<file path="src/rtl/x_uart_dump_if.sv">
// rtl/x_uart_dump_if.sv - UART pins and status flags of the delay-line dumper
interface x_uart_dump_if;
   logic i_uart_rx;
   logic o_uart_tx;
   logic o_busy;
   logic o_capture;

   modport slave  (input i_uart_rx, output o_uart_tx, o_busy, o_capture);
   modport master (output i_uart_rx, input o_uart_tx, o_busy, o_capture);
endinterface

</file>
<file path="src/rtl/x_uart_dump.sv">
// rtl/x_uart_dump.sv - 8N1 command receiver that snapshots a delay-line channel and streams it out
module x_uart_dump #(
   parameter int p_length   = 32,
   parameter int p_channels = 2,
   parameter int p_clk_hz   = 12000000,
   parameter int p_baud     = 115200
) (
   input  logic                           i_clk,
   input  logic                           i_nrst,
   input  logic [p_channels*p_length-1:0] i_data,
   x_uart_dump_if.slave                   uart
);
   localparam int p_timer_top = p_clk_hz / p_baud;
   localparam int c_tw        = $clog2(p_timer_top);
   localparam int c_nbytes    = (p_length + 7) / 8;
   localparam int c_padw      = c_nbytes * 8;
   localparam int c_bw        = ($clog2(c_nbytes + 1) < 1) ? 1 : $clog2(c_nbytes + 1);

   localparam logic [c_tw-1:0] c_top_m1  = c_tw'(p_timer_top - 1);
   localparam logic [c_tw-1:0] c_half_m1 = c_tw'(p_timer_top / 2 - 1);
   localparam logic [c_bw-1:0] c_last    = c_bw'(c_nbytes - 1);

   typedef enum logic [1:0] {R_IDLE, R_START, R_DATA, R_STOP} r_state_e;
   typedef enum logic [3:0] {T_IDLE, T_START, T_D0, T_D1, T_D2, T_D3,
                             T_D4, T_D5, T_D6, T_D7, T_STOP} t_state_e;

   logic                rx_meta_q, rxs_q;
   r_state_e            r_state_q, r_state_d;
   logic [c_tw-1:0]     r_timer_q, r_timer_d;
   logic [2:0]          r_bit_q, r_bit_d;
   logic [7:0]          r_shift_q, r_shift_d;
   logic                rx_valid;

   t_state_e            t_state_q, t_state_d;
   logic [c_tw-1:0]     t_timer_q, t_timer_d;
   logic [c_bw-1:0]     byte_q, byte_d;
   logic [p_length-1:0] snap_q, snap_d;
   logic                err_q, err_d;
   logic                busy_q, busy_d;
   logic                cap_q, cap_d;
   logic                tx_q, tx_d;

   logic [p_length-1:0] chan_word;
   logic [c_padw-1:0]   snap_pad;
   logic [7:0]          cur_byte;
   logic [2:0]          d_idx;
   logic                is_data, accept, last_byte;

   always_ff @(posedge i_clk or negedge i_nrst) begin
      if (!i_nrst) begin
         rx_meta_q <= 1'b1;
         rxs_q     <= 1'b1;
         r_state_q <= R_IDLE;
         r_timer_q <= '0;
         r_bit_q   <= '0;
         r_shift_q <= '0;
         t_state_q <= T_IDLE;
         t_timer_q <= '0;
         byte_q    <= '0;
         snap_q    <= '0;
         err_q     <= 1'b0;
         busy_q    <= 1'b0;
         cap_q     <= 1'b0;
         tx_q      <= 1'b1;
      end else begin
         rx_meta_q <= uart.i_uart_rx;
         rxs_q     <= rx_meta_q;
         r_state_q <= r_state_d;
         r_timer_q <= r_timer_d;
         r_bit_q   <= r_bit_d;
         r_shift_q <= r_shift_d;
         t_state_q <= t_state_d;
         t_timer_q <= t_timer_d;
         byte_q    <= byte_d;
         snap_q    <= snap_d;
         err_q     <= err_d;
         busy_q    <= busy_d;
         cap_q     <= cap_d;
         tx_q      <= tx_d;
      end
   end

   // Receiver: start bit confirmed at half a bit, then every sample lands mid-bit
   always_comb begin
      r_state_d = r_state_q;
      r_timer_d = r_timer_q + 1'b1;
      r_bit_d   = r_bit_q;
      r_shift_d = r_shift_q;
      rx_valid  = 1'b0;
      unique case (r_state_q)
         R_IDLE: begin
            r_timer_d = '0;
            if (!rxs_q) r_state_d = R_START;
         end
         R_START: begin
            if (r_timer_q == c_half_m1) begin
               r_timer_d = '0;
               r_bit_d   = '0;
               r_state_d = rxs_q ? R_IDLE : R_DATA;
            end
         end
         R_DATA: begin
            if (r_timer_q == c_top_m1) begin
               r_timer_d = '0;
               r_shift_d = {rxs_q, r_shift_q[7:1]};
               r_bit_d   = r_bit_q + 1'b1;
               if (r_bit_q == 3'd7) r_state_d = R_STOP;
            end
         end
         R_STOP: begin
            if (r_timer_q == c_top_m1) begin
               r_timer_d = '0;
               rx_valid  = rxs_q;
               r_state_d = R_IDLE;
            end
         end
         default: r_state_d = R_IDLE;
      endcase
   end

   always_comb begin
      chan_word = '0;
      for (int c = 0; c < p_channels; c++) begin
         if (r_shift_q == 8'(c)) chan_word = i_data[c*p_length +: p_length];
      end
   end

   assign is_data = (32'(r_shift_q) < p_channels);
   assign accept  = rx_valid && !busy_q;

   // Bits above p_length in the final byte go out as zero
   always_comb begin
      snap_pad               = '0;
      snap_pad[p_length-1:0] = snap_q;
   end

   assign cur_byte  = err_q ? 8'hEE : snap_pad[{byte_q, 3'b000} +: 8];
   assign last_byte = err_q || (byte_q == c_last);

   always_comb begin
      t_state_d = t_state_q;
      t_timer_d = '0;
      byte_d    = byte_q;
      snap_d    = snap_q;
      err_d     = err_q;
      busy_d    = busy_q;
      cap_d     = 1'b0;
      tx_d      = 1'b1;
      d_idx     = '0;
      if (accept) begin
         busy_d = 1'b1;
         cap_d  = is_data;
         err_d  = !is_data;
         if (is_data) snap_d = chan_word;
      end
      if (t_state_q == T_IDLE) begin
         if (busy_q) t_state_d = T_START;
      end else begin
         t_timer_d = t_timer_q + 1'b1;
         if (t_timer_q == c_top_m1) begin
            t_timer_d = '0;
            if (t_state_q == T_STOP) begin
               if (last_byte) begin
                  t_state_d = T_IDLE;
                  busy_d    = 1'b0;
                  byte_d    = '0;
               end else begin
                  t_state_d = T_START;
                  byte_d    = byte_q + 1'b1;
               end
            end else begin
               t_state_d = t_state_e'(t_state_q + 4'd1);
            end
         end
      end
      // Line level is registered from the next state so it stays aligned with t_state_q
      unique case (t_state_d)
         T_IDLE:  tx_d = 1'b1;
         T_START: tx_d = 1'b0;
         T_STOP:  tx_d = 1'b1;
         default: begin
            d_idx = 3'(t_state_d - T_D0);
            tx_d  = cur_byte[d_idx];
         end
      endcase
   end

   assign uart.o_uart_tx = tx_q;
   assign uart.o_busy    = busy_q;
   assign uart.o_capture = cap_q;
endmodule

</file>
<file path="src/flat_wrapper.sv">
// flat-port wrapper written by rule: the top's interface ports become plain ports
module x_uart_dump_flat 
#(
   parameter int p_length   = 32,
   parameter int p_channels = 2,
   parameter int p_clk_hz   = 12000000,
   parameter int p_baud     = 115200
)
  (i_clk, i_nrst, i_data, uart_i_uart_rx, uart_o_uart_tx, uart_o_busy, uart_o_capture);
  x_uart_dump_if uart_i ();
  input  logic i_clk;
  input  logic i_nrst;
  input  logic [p_channels*p_length-1:0] i_data;
  input wire logic [$bits(uart_i.i_uart_rx)-1:0] uart_i_uart_rx;
  output wire logic [$bits(uart_i.o_uart_tx)-1:0] uart_o_uart_tx;
  output wire logic [$bits(uart_i.o_busy)-1:0] uart_o_busy;
  output wire logic [$bits(uart_i.o_capture)-1:0] uart_o_capture;
  assign uart_i.i_uart_rx = uart_i_uart_rx;
  assign uart_o_uart_tx = uart_i.o_uart_tx;
  assign uart_o_busy = uart_i.o_busy;
  assign uart_o_capture = uart_i.o_capture;
  x_uart_dump #(.p_length(p_length), .p_channels(p_channels), .p_clk_hz(p_clk_hz), .p_baud(p_baud)) u_core (.i_clk(i_clk), .i_nrst(i_nrst), .i_data(i_data), .uart(uart_i));
endmodule
</file>
<file path="config.mk">
export PLATFORM = sky130hd
export DESIGN_NAME = x_uart_dump_flat
export DESIGN_NICKNAME = d
export VERILOG_FILES = /design/src/rtl/x_uart_dump_if.sv /design/src/rtl/x_uart_dump.sv /design/src/flat_wrapper.sv
export SDC_FILE = /design/constraint.sdc
export NUM_CORES = 1
export LEC_CHECK = 0
export ABC_AREA = 0
export BUFFER_PORTS_ARGS = -buffer_cell sky130_fd_sc_hd__buf_2
export CORE_MARGIN = 2
export CORE_UTILIZATION = 50
export CTS_CLUSTER_SIZE = 20
export DETAILED_ROUTE_END_ITERATION = 7
export GPL_ROUTABILITY_DRIVEN = 0
export PLACE_DENSITY = 0.85
export SLEW_MARGIN = 20
export SYNTH_ARGS = -nofsm -noshare
export SYNTH_HDL_FRONTEND = slang
export SYNTH_SLANG_ARGS = --single-unit
</file>
<file path="constraint.sdc">
create_clock -name i_clk -period 2.15 [get_ports i_clk]
set_clock_uncertainty 0.05 [all_clocks]
set_input_delay 0.3225 -clock i_clk [delete_from_list [all_inputs] [get_ports i_clk]]
set_output_delay 0.3225 -clock i_clk [all_outputs]
set_load 0.02 [all_outputs]
</file>
After elaboration in Yosys (flattened, before gate mapping)
Index checks and enable logic that the tools add are counted.
- $add $sub $neg: 6
- multipliers: 0
- div/mod/pow operators: 0
- $lt $le $gt $ge: 2
- equality and inequality tests: 17
- shifts and indexed selects: 1
- mux-type cells: 35
- bitwise operators: 1
- reduce and logical (&&, ||, !) cells: 16
- operators with widths (operator ; count):
    $mux W32 ; 2
    $shiftx A32 B7 Y8 ; 1
    $mux W7 ; 4
    $pmux W7 S3 ; 1
    $mux W4 ; 4
    $add A7 B1 Y7 const B ; 2
    $eq A7 B7 Y1 const B ; 2
    $mux W2 ; 6
    $mux W1 ; 10
    $mux W3 ; 3
    $eq A4 B4 Y1 const B ; 2
    $eq A8 B1 Y1 const B ; 1
    $logic_not A4 Y1 ; 2
    $logic_not A8 Y1 ; 1
    $lt A8 B2 Y1 const B ; 1
    $mux W8 ; 1
    $ne A2 B1 Y1 const B ; 4
    $pmux W2 S4 ; 1
    $eq A7 B6 Y1 const B ; 1
    $add A3 B1 Y3 const B ; 2
    $pmux W3 S2 ; 1
    $reduce_and A3 Y1 ; 2
    $reduce_and A5 Y1 ; 1
    $add A4 B1 Y4 const B ; 1
    other kinds (18) ; 22
- flip-flop bits (word level): 72
- bits in latches: 0
- bits in writable memories: 0
- memory bits (read-only): 0
- output and inout port bits: 3
- word-level logic and storage cells: 92
- memories: 0

Longest topological paths before layout
- depth in word-level cells: 10
- gate-level depth with buffers: 9
- mapped depth without buffers: 8

Least setup slack after synthesis
OpenSTA, ideal clock, no wires.
- kind: register -> register
- start: register u_core.r_timer_q[0]
- end: register u_core.snap_q[10], in the netlist u_core.snap_pad[10]
- library setup time: 126 ps
- arrival: 1996 ps
- setup slack: -22 ps
- stages on the path, launching flop included: 9
- buffers on the path: 3
- clock period less this slack: 2172 ps
- path through: dfrtp_1 ha_1 nand3_1 or4b_1 buf_2 nor4_4 buf_4 buf_2 a21oi_1
- cells in the longest elaborated chain, start to end: 5
- RTL lines (element ; RTL line ; source):
    from (decl) ; x_uart_dump.sv:29 ; logic [c_tw-1:0] r_timer_q, r_timer_d;
    from (signal assigned) ; x_uart_dump.sv:69 ; r_timer_q <= r_timer_d;
    $eq A7 B7 Y1 ; x_uart_dump.sv:111 ; if (r_timer_q == c_top_m1) begin
    $mux W1 ; x_uart_dump.sv:111 ;
    $mux W1 ; x_uart_dump.sv:90 ; unique case (r_state_q)
    $logic_and A1 B1 Y1 ; x_uart_dump.sv:129 ; assign accept = rx_valid && !busy_q;
    $reduce_and A2 Y1 (no line) ; n/a ;
    to (signal assigned) ; x_uart_dump.sv:75 ; snap_q <= snap_d;
    to (decl) ; x_uart_dump.sv:37 ; logic [p_length-1:0] snap_q, snap_d;
Every way passes these cells.
A chain may end at the register's enable or synchronous reset.

Worst setup path after layout
- start: register u_core.r_timer_q[0]
- end: register u_core.snap_q[5], in the netlist u_core.snap_pad[5]
Same word-level chain as after synthesis.

==> results.tsv <==
metric	value	unit
maxCapViolCount	0	
nFillCells	538	
crit_type	flip-flop to flip-flop	
core-area	7250	µm²
drt_iter0_markers	278	
syn_area_per_cell	10.5	µm²
pre_cts_ws	-0.0749	ns
clock_latency	0.35	ns
hold_path_class	input port to flip-flop	
max_slew_margin	0.744	
grt_max_degree	73	
crit_path_end_kind	flip-flop	
peakVddDrop	0.477	mV
drive_gt1_frac	0.345	
cts.sink_count	72	
setup_viol	0	
ant_nets	0	
period_share	0.963	
ys_types	41	
rsz0062_at_grt	yes	
worstPathCellList	ha_2 > nand3_4 > or4b_4 > nor4_4 > buf_6 > clkbuf_16 > nor2_1 > a21oi_1	
wl_met3	589	µm
nets	525	
grt_usage	0.224	
io_buffer_count	69	
powerDensity	535	nW/µm²
drt-met1-wl	3890	µm
fin_crit	2.07	ns
top_layer_used	met4	
syn-cell-area	3760	µm²
ys_seq_area_frac	0.480	
syn_to_final_growth	26.6	%
ys_ff_latch	72	
path_max_fanout	8	
max_stage_delay	0.53	ns
worst_slack	0.0800	ns
finalMaxSlewViolations	0	
syn_nets	435	
worst_setup_path_start_kind	flip-flop	
leakage	0.00203	µW
drc_errors	0	
overflow	0	
path_clk_slew	0.08	ns
outcome	finished clean	
tightest_slew	0.373	ns
finalPower	2550	µW
netlist_instances	357	
cts_buffers	9	
die_area	8230	µm²
rows	31	
vias	3122	
met2_wirelength	4660	µm
max_freq	0.483	GHz
grt_pass1_wl	14500	µm
reg2reg_from	u_core.r_timer_q[0]	
dp_hpwl	5810	µm
start_util	0.518	
worstPathArrival	2.29	ns
viasPerCell	5.67	
die_w	90.7	µm
antenna_found_initial	0	
diodes	0	
cts_tree	built	
htree_num_levels	3	
hp-start	i_data[19]	
drt_wl_total	9380	µm
ioPinCount	70	
die_h	90.7	µm
grt_pass1_vias	3020	
firstDrtPassIters	4	
ys_warn_count	0	
cts_buffer_depth	2	
clock-root-buffer	clkbuf_8	
timing.critical_path.slowest_stage_cell	or4b_4	
finalHoldViolCount	0	
required	2.37	ns
startpoint	u_core.r_timer_q[0]	
wire_per_inst	17.0	µm
-- through the flow --
step                      utilization  hold slack, ns  instance area, µm²  instances  TNS [ns]
after detailed placement        0.593           0.302                4300        524    -0.766
after floorplan                     -         -0.0231                3760        357    -0.215
after global routing            0.656           0.219                4760        551    -0.271
final                           0.656           0.212                4760        551         0
after CTS                       0.632         0.00804                4580        546         0
after global placement          0.593           0.296                4300        524         0
-- synth_stat cells --
master | count | area, µm²
buf_2 | 6 | 30.0
o22ai_1 | 2 | 12.5
dfstp_2 | 3 | 78.8
a21o_1 | 2 | 15.0
or3b_2 | 1 | 8.76
mux2_2 | 10 | 113
o41ai_1 | 2 | 17.5
nor3b_1 | 1 | 7.51
dfrtp_1 | 69 | 1730
a31oi_1 | 1 | 6.26
nand3_1 | 9 | 45.0
o32ai_1 | 1 | 8.76
a221oi_1 | 1 | 8.76
a211oi_1 | 3 | 22.5
or3_1 | 1 | 6.26
buf_6 | 1 | 11.3
o32a_1 | 1 | 10.0
ha_1 | 11 | 138
clkbuf_1 | 8 | 30.0
and3_1 | 3 | 18.8
mux2i_1 | 42 | 420
or4b_1 | 1 | 10.0
nand2_1 | 21 | 78.8
nor4_1 | 4 | 25.0
xnor2_1 | 8 | 70.1
a21oi_1 | 28 | 140
mux4_2 | 6 | 135
buf_4 | 2 | 15.0
o21ai_0 | 8 | 40.0
nor4b_1 | 1 | 8.76
or2_2 | 1 | 6.26
nor4_4 | 1 | 21.3
nor2_1 | 58 | 218
nor3_1 | 8 | 40.0
inv_1 | 9 | 33.8
a22o_1 | 6 | 52.6
a21oi_2 | 6 | 52.6
xor2_1 | 3 | 26.3
nand4_1 | 1 | 6.26
nand2b_1 | 6 | 37.5
a22oi_1 | 1 | 7.51
-- critical path: cells and delay by family (launching register included) --
family | cells | cell delay (ns)
AO/OA/AOI/OAI | 1 | 0.14
adder cells (fa/ha/maj) | 1 | 0.22
buffers and inverters | 2 | 0.38
flip-flops | 1 | 0.37
AND/OR/NAND/NOR | 4 | 0.82
-- cell usage in the layout, fill, tap and decap left out, drive strengths merged, types with 3 or more instances in the layout --
cell type | netlist | layout
ha | 11 | 11
nand2 | 21 | 21
a211oi | 3 | 3
nor2 | 58 | 58
clkinv | 0 | 5
dfrtp | 69 | 69
xor2 | 3 | 3
mux2i | 42 | 42
nand3 | 9 | 9
dfstp | 3 | 3
o21ai | 8 | 8
buf | 9 | 92
xnor2 | 8 | 8
a22o | 6 | 6
nand2b | 6 | 6
mux4 | 6 | 6
clkbuf | 8 | 11
nor4 | 5 | 5
mux2 | 10 | 10
inv | 9 | 10
a21oi | 34 | 34
and3 | 3 | 3
nor3 | 8 | 8
-- state kept, by name, summed over array words and instances, names as in the netlist, 3 cells and up, named ones only --
| register | count |
|---|---|
| u_core.snap_pad | 32 |
| u_core.r_bit_q | 3 |
| u_core.r_timer_q | 7 |
| u_core.t_timer_q | 7 |
| u_core.byte_q | 3 |
| u_core.t_state_q | 4 |
| u_core.r_shift_q | 8 |
-- path summary, 6_finish.rpt --
path / slack [ns] / endpoint / cells past startpoint
hold reg to reg: 0.31 / u_core.rxs_q / 0
min in group asynchronous: 0.47 / u_core.snap_pad[3] / 3
max in group asynchronous: 1.24 / u_core.rxs_q / 3
setup / recovery: 0.08 / u_core.snap_pad[5] / 8
setup reg to reg: 0.08 / u_core.snap_pad[5] / 8
hold / removal: 0.21 / u_core.snap_pad[19] / 3
-- logic make-up after synthesis --
| group | count (synthesis) | share of synthesized area |
|---|---|---|
| simple gates | 117 | 0.143 |
| flops | 72 | 0.480 |
| fa+ha+maj | 11 | 0.0366 |
| mux | 58 | 0.178 |
| compound gates | 62 | 0.105 |
| buf+inv | 26 | 0.0319 |
| xor+xnor | 11 | 0.0256 |
-- area by class of cell --
type | count | area, µm² | area share
multi-input combinational | 259 | 1940 | 0.407
sequential | 72 | 1810 | 0.380
timing repair buffer | 96 | 661 | 0.139
clock buffer | 9 | 124 | 0.0260
tap | 99 | 124 | 0.0260
clock inverter | 7 | 71.3 | 0.0150
inverter | 9 | 33.8 | 0.00710
-- what timing repair did --
item                                    4_1_cts  5_1_grt
endpoints found under the setup margin       33       42
pin swaps                                     2        4
setup buffers                                 3        1
cloned                                        2        3
resized for setup                             1       21
endpoints found under the hold margin        69        1
hold buffers                                  1        1
-- power breakdown --
group / switching (µW) / total (µW) / internal [µW] / leakage, µW
sequential: 1.92 / 1360 / 1360 / 0.000812
combinational: 55.8 / 115 / 59.1 / 0.00112
clock: 535 / 1070 / 537 / 0.000103
total: 593 / 2550 / 1950 / 0.00203
-- layer usage --
metal / global-route usage / vias up
met5: 0 / -
met1: 0.293 / 1525
met2: 0.355 / 124
met4: 0.112 / 0
li1: - / 1449
met3: 0.0442 / 24
Power figures use the tool's default switching activity.
